**config.mk**
```make
export PLATFORM = sky130hd
export DESIGN_NAME = gs232c_alloc_first_n
export DESIGN_NICKNAME = d
export VERILOG_FILES = /design/src/rtl/gs232c_alloc_first_n_pkg.sv /design/src/rtl/gs232c_ffs_rot_n.sv /design/src/rtl/gs232c_alloc_first_n.sv
export SDC_FILE = /design/constraint.sdc
export NUM_CORES = 1
export LEC_CHECK = 0
export BUFFER_PORTS_ARGS = -buffer_cell sky130_fd_sc_hd__buf_2
export CORE_UTILIZATION = 33
export DETAILED_ROUTE_END_ITERATION = 12
export REMOVE_ABC_BUFFERS = 1
export SYNTH_ARGS = -nofsm -noshare
export SYNTH_HDL_FRONTEND = slang
export SYNTH_SLANG_ARGS = --single-unit
```
**constraint.sdc**
```tcl
create_clock -name clk -period 4.15 [get_ports clk]
set_input_delay 0.83 -clock clk [delete_from_list [all_inputs] [get_ports clk]]
set_output_delay 0.83 -clock clk [all_outputs]
set_load 0.01 [all_outputs]
```
**src/rtl/gs232c_alloc_first_n_pkg.sv**
```systemverilog
// Shared definitions for the gs232c entry allocator.
package gs232c_alloc_first_n_pkg;

  localparam int unsigned RR_LOWEST = 0;
  localparam int unsigned RR_ROTATE = 1;

endpackage

```
**src/rtl/gs232c_ffs_rot_n.sv**
```systemverilog
// Combinational first-set search over a 2^N bit vector, starting at ptr_i and wrapping.
module gs232c_ffs_rot_n #(
  parameter int unsigned N = 3
) (
  input  logic [(1<<N)-1:0] vec_i,
  input  logic [N-1:0]      ptr_i,
  output logic [N-1:0]      idx_o,
  output logic              found_o
);

  localparam int unsigned ENTRIES = 1 << N;

  logic [2*ENTRIES-1:0] dbl;
  logic [2*ENTRIES-1:0] sh;
  logic [ENTRIES-1:0]   rot;
  logic [N-1:0]         off;

  // Rotate so the start pointer lands on bit 0, then a plain lowest-set search applies.
  always_comb begin
    dbl = {vec_i, vec_i};
    sh  = dbl >> ptr_i;
    rot = sh[ENTRIES-1:0];
    off = '0;
    for (int unsigned i = 0; i < ENTRIES; i++) begin
      if (rot[ENTRIES-1-i]) off = N'(ENTRIES-1-i);
    end
    idx_o   = ptr_i + off;
    found_o = |vec_i;
  end

endmodule

```
**src/rtl/gs232c_alloc_first_n.sv**
```systemverilog
// Single-cycle entry allocator: free bitmap, registered next-grant index, release and flush.
module gs232c_alloc_first_n
  import gs232c_alloc_first_n_pkg::*;
#(
  parameter int unsigned N  = 3,
  parameter int unsigned RR = RR_LOWEST
) (
  input  logic              clk,
  input  logic              resetn,
  input  logic              alloc_req,
  output logic              alloc_vld,
  output logic [N-1:0]      alloc_idx,
  input  logic              rel_vld,
  input  logic [N-1:0]      rel_idx,
  input  logic              flush,
  output logic [(1<<N)-1:0] free_map,
  output logic [N:0]        free_cnt,
  output logic              rel_err
);

  localparam int unsigned ENTRIES = 1 << N;

  logic [ENTRIES-1:0] free_map_q, nmap;
  logic [N:0]         free_cnt_q, free_cnt_d;
  logic               alloc_vld_q, alloc_vld_d;
  logic [N-1:0]       alloc_idx_q, alloc_idx_d;
  logic               rel_err_q, rel_err_d;
  logic [N-1:0]       ptr_q, ptr_d;

  logic               grant;
  logic               rel_hit;
  logic [ENTRIES-1:0] grant_oh, rel_oh;
  logic [N-1:0]       search_start;
  logic [N-1:0]       ffs_idx;
  logic               ffs_found;

  always_comb begin
    grant    = alloc_req & alloc_vld_q;
    rel_hit  = free_map_q[rel_idx];
    grant_oh = '0;
    rel_oh   = '0;
    if (grant) grant_oh[alloc_idx_q] = 1'b1;
    if (rel_vld && !rel_hit) rel_oh[rel_idx] = 1'b1;

    if (flush) begin
      nmap      = '1;
      ptr_d     = '0;
      rel_err_d = 1'b0;
    end else begin
      nmap      = (free_map_q & ~grant_oh) | rel_oh;
      ptr_d     = grant ? alloc_idx_q + N'(1) : ptr_q;
      rel_err_d = rel_vld & rel_hit;
    end
  end

  always_comb begin
    free_cnt_d = '0;
    for (int unsigned k = 0; k < ENTRIES; k++) begin
      free_cnt_d = free_cnt_d + (N+1)'(nmap[k]);
    end
  end

  // Search uses the post-update pointer so the next grant starts one past this one.
  assign search_start = (RR == RR_ROTATE) ? ptr_d : '0;

  gs232c_ffs_rot_n #(.N(N)) u_ffs (
    .vec_i   (nmap),
    .ptr_i   (search_start),
    .idx_o   (ffs_idx),
    .found_o (ffs_found)
  );

  always_comb begin
    alloc_vld_d = ffs_found;
    alloc_idx_d = ffs_found ? ffs_idx : '0;
  end

  always_ff @(posedge clk) begin
    if (!resetn) begin
      free_map_q  <= '1;
      free_cnt_q  <= (N+1)'(ENTRIES);
      alloc_vld_q <= 1'b1;
      alloc_idx_q <= '0;
      rel_err_q   <= 1'b0;
      ptr_q       <= '0;
    end else begin
      free_map_q  <= nmap;
      free_cnt_q  <= free_cnt_d;
      alloc_vld_q <= alloc_vld_d;
      alloc_idx_q <= alloc_idx_d;
      rel_err_q   <= rel_err_d;
      ptr_q       <= ptr_d;
    end
  end

  assign free_map  = free_map_q;
  assign free_cnt  = free_cnt_q;
  assign alloc_vld = alloc_vld_q;
  assign alloc_idx = alloc_idx_q;
  assign rel_err   = rel_err_q;

endmodule

```
==> results of run 1 <==
-- how the worst max path moves through the flow --
| stage | start | to | cells past startpoint |
|---|---|---|---|
| 6_report | rel_idx[1] | free_cnt[2] | 14 |
| 5_1_grt | rel_idx[1] | free_cnt[2] | 14 |
| 4_1_cts | rel_idx[1] | free_cnt[2] | 14 |
| 3_5_place_dp | rel_idx[1] | free_cnt[2] | 14 |
| 3_3_place_gp | rel_idx[1] | free_cnt[2] | 14 |
| 2_1_floorplan | rel_idx[1] | free_cnt[2] | 13 |
-- flip-flops by register name, summed over array words and instances, names as in the netlist --
signal and cells:
alloc_idx 3, alloc_vld 1, free_map 8, rel_err 1
free_cnt 4
-- area by class of cell --
type                    instances  share of cell area
multi-input cells              84               0.506
inverters                      11              0.0321
repair buffers                 31               0.134
well taps                      44              0.0428
flip-flops and latches         17               0.265
clock buffers                   4              0.0204
-- metrics by stage --
step / TNS (ns) / hold slack (ns)
2_1_floorplan: 0 / 0.596
3_5_place_dp: -0.0689 / 0.577
5_1_grt: 0 / 0.657
4_1_cts: 0 / 0.600
6_report: 0 / 0.603
3_3_place_gp: -0.00769 / 0.570
-- power groups by stage --
stage | registers (mW) | logic, mW | clock network, mW
4_1_cts | 0.170 | 0.0471 | 0.0908
2_1_floorplan | 0.176 | 0.0207 | 0
6_report | 0.171 | 0.0469 | 0.0900
3_3_place_gp | 0.174 | 0.0461 | 0
3_5_place_dp | 0.174 | 0.0469 | 0
5_1_grt | 0.171 | 0.0521 | 0.105
-- cells in the final DEF, fill, tap and decap left out --
| cell type | Yosys | layout |
|---|---|---|
| or4_1 | 1 | 1 |
| o22ai_2 | 1 | 1 |
| xnor2_1 | 1 | 1 |
| nand4b_1 | 2 | 2 |
| buf_4 | 2 | 7 |
| nor2b_1 | 5 | 5 |
| ha_1 | 4 | 4 |
| o21ai_1 | 1 | 1 |
| a211oi_1 | 1 | 1 |
| o311ai_0 | 1 | 1 |
| mux4_1 | 1 | 1 |
| clkbuf_4 | 0 | 3 |
| and4bb_2 | 2 | 2 |
| a41o_1 | 1 | 1 |
| mux2i_1 | 4 | 4 |
| and4b_1 | 2 | 2 |
| a21oi_1 | 4 | 4 |
| fa_1 | 4 | 4 |
| nand2_1 | 12 | 12 |
| nor4b_1 | 1 | 1 |
| a31oi_1 | 1 | 1 |
| o22ai_1 | 2 | 2 |
| nor4_1 | 1 | 1 |
| inv_1 | 11 | 11 |
| clkbuf_1 | 1 | 1 |
| nand2b_1 | 5 | 5 |
| nand3_1 | 4 | 4 |
| a41o_2 | 1 | 1 |
| buf_2 | 2 | 24 |
| a41oi_2 | 1 | 1 |
| o31a_1 | 1 | 1 |
| o21ai_0 | 3 | 3 |
| nor2_1 | 7 | 7 |
| nand4_1 | 3 | 3 |
| dfxtp_1 | 17 | 17 |
| and2_1 | 3 | 3 |
| o31ai_1 | 1 | 1 |
| o311a_1 | 1 | 1 |
| o22a_1 | 2 | 2 |
-- worst max-delay path, delay by kind of cell --
kind,cells,cell delay (ns)
buf+inv,3,0.24
fa+ha+maj,5,1.96
xor+xnor,1,0.13
compound gates,1,0.23
simple gates,4,0.69
-- cell families after synthesis --
kind of cell,after synthesis,share of synthesized area
buffers and inverters,17,0.0758
flip-flops,17,0.317
AND/OR/NAND/NOR,48,0.258
adder cells (fa/ha/maj),8,0.121
multiplexers,5,0.0618
XOR/XNOR,1,0.00817
AO/OA/AOI/OAI,22,0.158
-- per-layer routing --
metal | vias up | global-route usage
met5 | - | 0
met4 | 0 | 0.0612
met3 | 4 | 0.0371
met2 | 36 | 0.256
met1 | 463 | 0.219
li1 | 479 | -
==> out/summary.txt, run 1 <==
================================================================================
Status                                                              complete, no violations
Cells after synthesis                                                        118
Hold path startpoint                                                 free_map[4]
Pin slew with the least headroom to its limit                           0.604 ns
Ratio of cells with drive above 1 in the final layout                      0.265
Lkg Pwr                                                                 0.562 nW
Setup Skew                                                            0.00612 ns
Count of flip-flops with a built-in enable after synthesis                     0
Type of the worst min-delay path                                      reg -> reg
Critical Path End Type                                                 flip-flop
Horiz. Die Dim                                                             59 um
Die ar.                                                                 3480 um2
Area occupied by multi-input gates                                       651 um2
Topmost layer with routed signal wires                                      met4
Top cells by count, synth                                           17 x dfxtp_1, 12 x nand2_1, 11 x inv_1
Global-route wire length before repair                                   4.20 mm
Unrepaired setup endpoints after global routing                            false
Placed cell areas                                                       1260 um2
Total of max-cap violations                                                    0
Critical register-to-register path startpoint                          alloc_vld
Fmax                                                                     257 MHz
Distinct cell type count after synthesis                                      39
TritonCTS buffer count                                                         3
Mapped Avg Cell Area                                                    9.09 um2
H-Tree Level Count                                                             1
Post-CTS Hold Buffers                                                          0
Number of setup buffers added after CTS                                        0
# rows                                                                        20
Layout Utilization                                                         0.418
Worst Setup Slack, final                                                0.262 ns
WHS Endpoint                                                         free_map[4]
Fraction of the yosys area taken by sequential cells                       0.317
Crit Path Category                                                     in -> reg
Number of nets in the final layout                                           164
Relative slew slack                                                        0.596
CP Data Arrival Time                                                     4.09 ns
Cell taking the most area after synthesis                                dfxtp_1
Total routed wire length on the met1 layer                               1.17 mm
VDD IR-drop max                                                         0.124 mV
Maximum cell stage delay along the critical path                         0.56 ns
Total Power Consumption                                                 0.308 mW
Diode count                                                                    0
Largest net degree at the start of global routing                             11
Combinational share of power                                               0.153
Area of the mapped netlist                                              1070 um2
Fraction of power consumed by the clock network                            0.293
Initial core utilization                                                   0.348
Final Slew Violations                                                          0
Final weighted congestion of routability-driven global placement           0.882
Internal portion of total power                                         0.227 mW
P_sw                                                                   0.0809 mW
Total power per unit cell area                                        239 nW/um2
Kind of start point of the critical path                              input port
Sum of overflow across all layers after global routing                         0
Final non-filler cell area                                              1290 um2
Commonest register cell after synthesis                                  dfxtp_1
Starting DRT DRC Count                                                        49
Synthesis-to-finish area growth                                            20.0%
Number of global-route vias before repair                                    909
Wire length per cell after detailed routing                              13.1 um
Detailed Routing Iterations Pass 1                                             4
Total global routing track utilization                                     0.164
Detailed-route vias per instance                                            5.14
Total met2 wirelength after detailed routing                             1.16 mm
Final routed wirelength across all metal layers                          2.51 mm
Number of antenna violations at the first check in global routing              0
Metal3 WL                                                                 162 um
Area fraction of the dominant cell type after synthesis                    0.317
Biggest area contributors in the synthesized netlist                dfxtp_1 32%, fa_1 7.5%, ha_1 4.7%
Number of fill cells in the layout                                           321
Sinks on Clock Net                                                            17
Post-route clock period utilization                                        0.937
Required arrival time at the worst endpoint                              4.35 ns
Switching fraction of total power                                          0.263
Half-perimeter wire length after detailed placement                      1.95 mm
Minimum clock period after layout                                        3.89 ns
TritonCTS clock tree                                                        done
Final Hold Violating Endpoints                                                 0
Area inside the core boundary                                           3080 um2
Chain of cells forming the critical path                            buf_2 -> nor4b_1 -> nor2_1 -> a41o_1 -> nor2b_1 -> fa_1 -> fa_1 -> fa_1 -> inv_1 -> ha_1 -> inv_1 -> fa_1 -> xnor2_1 -> and2_1
Cell with the biggest individual delay on the critical path                 fa_1
Final setup violation count                                                    0
Post-synthesis async set-or-reset flop share                                   0
Antenna-violating nets left                                                    0
Placed cell count                                                            187
Post-Layout Cell Count                                                       191
Detailed-route via count                                                     982
Number of flip-flops and latches in the synthesized netlist                   17
PostCTS Resize Cnt                                                             0
Capture instance of the worst register-to-register path              free_cnt[2]
Post-placement setup slack                                            -0.0689 ns
Bufs on Longest Clock Path                                                     2
Clock transition at the registers of the reported paths                  0.10 ns
Clock network latency to the later pin of the worst-skew pair            0.29 ns
Worst setup slack for register-to-register paths                         0.68 ns
Root cell of the clock tree                                             clkbuf_4
Worst hold path cell count                                                     2
CP Max Fanout                                                                  3
Sequential power share                                                     0.555
Sequential cell area in the final layout                                 340 um2
Cell with the most instances on the worst path                              fa_1
Die outline height                                                         59 um
Worst Reg-to-Reg Cells                                                        13
Ports placed on the boundary                                                  25
Port bufs                                                                     24
DRC violations left                                                            0
Most frequent cell after synthesis                                       dfxtp_1
Total of warnings raised by yosys                                              0
================================================================================
(Power assumes the default switching activity.)
==> run 2, diff against run 1 <==
--- a/config.mk
+++ b/config.mk
@@ -6,8 +6,11 @@
 export NUM_CORES = 1
 export LEC_CHECK = 0
 export BUFFER_PORTS_ARGS = -buffer_cell sky130_fd_sc_hd__buf_2
+export CELL_PAD_IN_SITES_DETAIL_PLACEMENT = 1
+export CELL_PAD_IN_SITES_GLOBAL_PLACEMENT = 1
 export CORE_UTILIZATION = 33
 export DETAILED_ROUTE_END_ITERATION = 12
+export PLACE_DENSITY_LB_ADDON = 0.1
 export REMOVE_ABC_BUFFERS = 1
 export SYNTH_ARGS = -nofsm -noshare
 export SYNTH_HDL_FRONTEND = slang
==> run 2 against run 1 <==
Against the previous run:
- sequential power about the same
- maximum frequency down 0.29%
- cell count up 1.6%
- clock-buffer cell count down 1
- largest cell class unchanged
- combinational power up 5.3%
- clock skew up 0.0032 ns
- first-iteration DRC count down 49%
- worst hold slack worse by 0.0065 ns
- critical endpoint unchanged
- wire length up 14%
==> out/summary.txt, run 2 (synthesized netlist as in run 1, its figures left out) <==
==================================================================================
Synthesis-to-finish area growth                                              22.2%
Sequential cell area in the final layout                                   340 um2
Flip-flop count of the largest register, all copies and words added              8
CP Max Fanout                                                                    3
Sum of overflow across all layers after global routing                           0
Port bufs                                                                       24
Clock transition at the registers of the reported paths                    0.10 ns
Final weighted congestion of routability-driven global placement             0.748
TritonCTS clock tree                                                          done
Starting DRT DRC Count                                                          25
Post-route clock period utilization                                          0.940
Horiz. Die Dim                                                               59 um
Number of nets in the final layout                                             167
Final routed wirelength across all metal layers                            2.86 mm
TritonCTS buffer count                                                           3
Total power per unit cell area                                          239 nW/um2
VDD IR-drop max                                                           0.101 mV
Crit Path Category                                                       in -> reg
Type of the worst min-delay path                                        reg -> reg
Final Slew Violations                                                            0
Diode count                                                                      0
Detailed-route via count                                                     1,005
Number of fill cells in the layout                                             398
Final Hold Violating Endpoints                                                   0
Number of global-route vias before repair                                    1,003
Unrepaired setup endpoints after global routing                              false
Bufs on Longest Clock Path                                                       2
Half-perimeter wire length after detailed placement                        2.38 mm
Area occupied by multi-input gates                                         651 um2
Total of max-cap violations                                                      0
Die outline height                                                           59 um
Wire length per cell after detailed routing                                14.7 um
Detailed-route vias per instance                                              5.18
Status                                                                complete, no violations
Post-Layout Cell Count                                                         194
Root cell of the clock tree                                               clkbuf_4
# rows                                                                          20
Ratio of cells with drive above 1 in the final layout                        0.287
Clock network latency to the later pin of the worst-skew pair              0.30 ns
Detailed Routing Iterations Pass 1                                               4
Post-placement setup slack                                               -0.119 ns
Most common cell after layout, fill and taps aside                           buf_2
Relative slew slack                                                          0.623
Setup Skew                                                              0.00935 ns
Total global routing track utilization                                       0.189
Number of antenna violations at the first check in global routing                0
Ports placed on the boundary                                                    25
Most frequent cells in the layout                                     24 x buf_2, 17 x dfxtp_1, 12 x nand2_1
Sinks on Clock Net                                                              17
Required arrival time at the worst endpoint                                4.35 ns
Minimum clock period after layout                                          3.90 ns
Number of setup buffers added after CTS                                          0
Largest net degree at the start of global routing                               11
Kind of start point of the critical path                                input port
Post-CTS Hold Buffers                                                            0
Antenna-violating nets left                                                      0
Fmax                                                                       256 MHz
CP Data Arrival Time                                                       4.10 ns
Critical Path End Type                                                   flip-flop
Pin slew with the least headroom to its limit                             0.564 ns
PostCTS Resize Cnt                                                               0
Placed cell count                                                              190
Fin Setup TNS                                                                 0 ns
Die ar.                                                                   3480 um2
DRC violations left                                                              0
Layout Utilization                                                           0.426
Initial core utilization                                                     0.348
H-Tree Level Count                                                               1
Worst Setup Slack, final                                                  0.251 ns
Global-route wire length before repair                                     4.72 mm
Lkg Pwr                                                                   0.580 nW
Final setup violation count                                                      0
Area inside the core boundary                                             3080 um2
==================================================================================
## run 2: per-stage QoR
step                      hold WS, ns  total power, mW  instance area [um2]
after global routing            0.654            0.333                 1310
after global placement          0.565            0.223                 1280
after CTS                       0.609            0.319                 1310
final                           0.597            0.313                 1310
after detailed placement        0.586            0.224                 1280
after floorplan                 0.596            0.197                 1030
## run 2: power breakdown
group	switching, mW	total (mW)	leakage [nW]	internal [mW]
registers	0.00280	0.170	0.138	0.168
logic	0.0263	0.0494	0.424	0.0231
clock network	0.0568	0.0928	0.0177	0.0360
## run 2: layer usage
layer | vias up | wire length [um] | global-route usage
met1 | 492 | 1220 | 0.225
met4 | 0 | 48 | 0.0850
met3 | 5 | 97 | 0.0306
met2 | 21 | 1490 | 0.334
li1 | 487 | - | -
met5 | - | 0 | 0
## run 2: area by class of cell
type                       count  area share
timing repair buffer          34       0.149
clock buffer                   3      0.0172
sequential                    17       0.260
inverter                      11      0.0315
clock inverter                 1     0.00382
multi-input combinational     84       0.497
tap                           44      0.0420
## run 2: critical path: stages
cell and delay [ns]:
buf_2 0.11, nor4b_1 0.32, nor2_1 0.08, a41o_1 0.24
nor2b_1 0.16, fa_1 0.56, fa_1 0.42, fa_1 0.44
inv_1 0.07, ha_1 0.17, inv_1 0.06, fa_1 0.38
xnor2_1 0.13, and2_1 0.14
## run 2: worst paths after layout
kind	to	depth (start not counted)	from	slack [ns]
worst min-delay path	free_map[4]	2	free_map[4]	0.60
worst max register to register	free_cnt[2]	12	alloc_idx[0]	0.65
worst max-delay path	free_cnt[2]	14	rel_idx[1]	0.25
worst min register to register	free_map[4]	2	free_map[4]	0.60
==> run 3, diff against run 2 <==
--- a/config.mk
+++ b/config.mk
@@ -8,7 +8,7 @@
 export BUFFER_PORTS_ARGS = -buffer_cell sky130_fd_sc_hd__buf_2
 export CELL_PAD_IN_SITES_DETAIL_PLACEMENT = 1
 export CELL_PAD_IN_SITES_GLOBAL_PLACEMENT = 1
-export CORE_UTILIZATION = 33
+export CORE_UTILIZATION = 35
 export DETAILED_ROUTE_END_ITERATION = 12
 export PLACE_DENSITY_LB_ADDON = 0.1
 export REMOVE_ABC_BUFFERS = 1
==> run 3 against run 2 <==
Against the previous run:
- the run now ends with DRC left
- highest routed layer unchanged
- maximum frequency shrank 1.2%
- clock skew decreased by 0.0058 ns
- non-clock buffer count fell by 1
- via count is 0.50% lower
- register-to-register slack worse by 0.04 ns
- global-route usage rose by 2.0 points
- flip-flop and latch count unchanged
- clock-buffer cell count grew 1
- sequential share of layout area grew 0.51 points
- critical path depth unchanged
- clock power grew 2%
- final area is 1.9% lower
==> out/summary.txt, run 3 (synthesized netlist as in run 1, its figures left out) <==
==================================================================================
Lkg Pwr                                                                   0.571 nW
Bufs on Longest Clock Path                                                       2
Synthesis-to-finish area growth                                              19.8%
Horiz. Die Dim                                                             57.4 um
Die outline height                                                         57.4 um
Beginning of the critical path                                          rel_idx[1]
Flip-flop count of the largest register, all copies and words added              8
Ratio of cells with drive above 1 in the final layout                        0.275
Final Hold Violating Endpoints                                                   0
PostCTS Resize Cnt                                                               0
Minimum clock period after layout                                          3.94 ns
Detailed Routing Iterations Pass 1                                               8
Largest net degree at the start of global routing                               11
Clock network latency to the later pin of the worst-skew pair              0.30 ns
Critical Path End Type                                                   flip-flop
Crit Path Category                                                       in -> reg
Kind of start point of the critical path                                input port
Post-CTS Hold Buffers                                                            0
Sum of overflow across all layers after global routing                           0
Cell family contributing the most delay on the critical path           adder cells
Critical register-to-register path startpoint                            alloc_vld
Global-route wire length before repair                                     5.10 mm
Required arrival time at the worst endpoint                                4.36 ns
Half-perimeter wire length after detailed placement                        2.43 mm
Number of buffer and inverter instances along the worst setup path               3
Number of nets in the final layout                                             166
Hold path startpoint                                                   free_map[4]
Die ar.                                                                   3290 um2
Number of setup buffers added after CTS                                          0
Ports placed on the boundary                                                    25
TritonCTS clock tree                                                          done
Fmax                                                                       253 MHz
TritonCTS buffer count                                                           3
Final Slew Violations                                                            0
Clock transition at the registers of the reported paths                    0.11 ns
Port bufs                                                                       24
# rows                                                                          19
Type of the worst min-delay path                                        reg -> reg
Wire length per cell after detailed routing                                16.9 um
Detailed-route via count                                                     1,000
H-Tree Level Count                                                               1
Root cell of the clock tree                                               clkbuf_4
Relative slew slack                                                          0.555
Placed cell count                                                              176
Initial core utilization                                                     0.379
Layout Utilization                                                           0.454
Setup Skew                                                              0.00354 ns
Most common cell after layout, fill and taps aside                           buf_2
Final routed wirelength across all metal layers                            3.04 mm
Sinks on Clock Net                                                              17
Status                                                                complete, but fails checks
Number of antenna violations at the first check in global routing                0
Antenna-violating nets left                                                      0
Post-Layout Cell Count                                                         180
Cell with the biggest individual delay on the critical path                   fa_1
Maximum cell stage delay along the critical path                           0.56 ns
Cell with the most instances on the worst path                                fa_1
Final weighted congestion of routability-driven global placement             0.755
Violated checks                                                                DRC
Most frequent cells in the layout                                     24 x buf_2, 17 x dfxtp_1, 12 x nand2_1
Number of global-route vias before repair                                    1,017
Detailed-route vias per instance                                              5.56
Final setup violation count                                                      0
Area inside the core boundary                                             2830 um2
Worst Hold Margin                                                         0.641 ns
CP Data Arrival Time                                                       4.15 ns
Chain of cells forming the critical path                              buf_2 -> nor4b_1 -> nor2_1 -> a41o_1 -> nor2b_1 -> fa_1 -> fa_1 -> fa_1 -> inv_1 -> ha_1 -> inv_1 -> fa_1 -> xnor2_1 -> and2_1
Unrepaired setup endpoints after global routing                              false
Total power per unit cell area                                          247 nW/um2
Total global routing track utilization                                       0.209
Starting DRT DRC Count                                                          33
CP Max Fanout                                                                    2
Diode count                                                                      0
Post-route clock period utilization                                          0.951
Number of fill cells in the layout                                             352
VDD IR-drop max                                                           0.147 mV
Total of max-cap violations                                                      0
Pin slew with the least headroom to its limit                             0.666 ns
DRC violations left                                                              2
==================================================================================
## run 3: cell types whose count changed in the layout (fill, tap and decap cells not counted)
| cell | change |
|---|---|
| clkinv_2 | -1 |
| clkbuf_1 | +1 |
| buf_4 | -1 |
## run 3: path summary, 6_finish.rpt
| kind | slack (ns) | end | depth (start not counted) |
|---|---|---|---|
| min reg2reg | 0.64 | free_map[4] | 2 |
| max | 0.21 | free_cnt[2] | 14 |
| max reg2reg | 0.61 | free_cnt[2] | 13 |
| min | 0.64 | free_map[4] | 2 |
## run 3: worst register-to-register path: stages, from the launching register on
cell and delay [ns]:
dfxtp_1 0.40, and2_1 0.19, nand3_1 0.08, a211oi_1 0.26, buf_4 0.18, fa_1 0.43, fa_1 0.52, fa_1 0.42
inv_1 0.08, ha_1 0.19, inv_1 0.06, fa_1 0.38, xnor2_1 0.13, and2_1 0.14
## run 3: through the flow
stage,TNS [ns],worst slack (ns),total power [mW],area [um2]
global placement,-0.0372,-0.0372,0.223,1260
finish,0,0.205,0.318,1280
floorplan,0,0.238,0.197,1030
global route,0,0.0879,0.334,1280
CTS,0,0.216,0.322,1280
detailed placement,-0.131,-0.110,0.226,1260
## run 3: report_power, final
part	leakage (nW)	total, mW	switching (mW)	internal [mW]
clock network	0.0150	0.0948	0.0573	0.0375
registers	0.138	0.171	0.00287	0.168
logic	0.418	0.0522	0.0277	0.0245
total	0.571	0.318	0.0879	0.230
## run 3: layer usage
layer / part of all wire / global-route usage
met2: 0.48 / 0.322
met1: 0.46 / 0.287
met4: 0.021 / 0.101
met3: 0.037 / 0.0317
met5: 0 / 0
## run 3: layout make-up
class | count | area (um2) | area share
Sequential cell | 17 | 340 | 0.265
Timing Repair Buffer | 33 | 188 | 0.146
Inverter | 11 | 41.3 | 0.0321
Multi-Input combinational cell | 84 | 651 | 0.506
Clock buffer | 4 | 26.3 | 0.0204
Tap cell | 31 | 38.8 | 0.0302
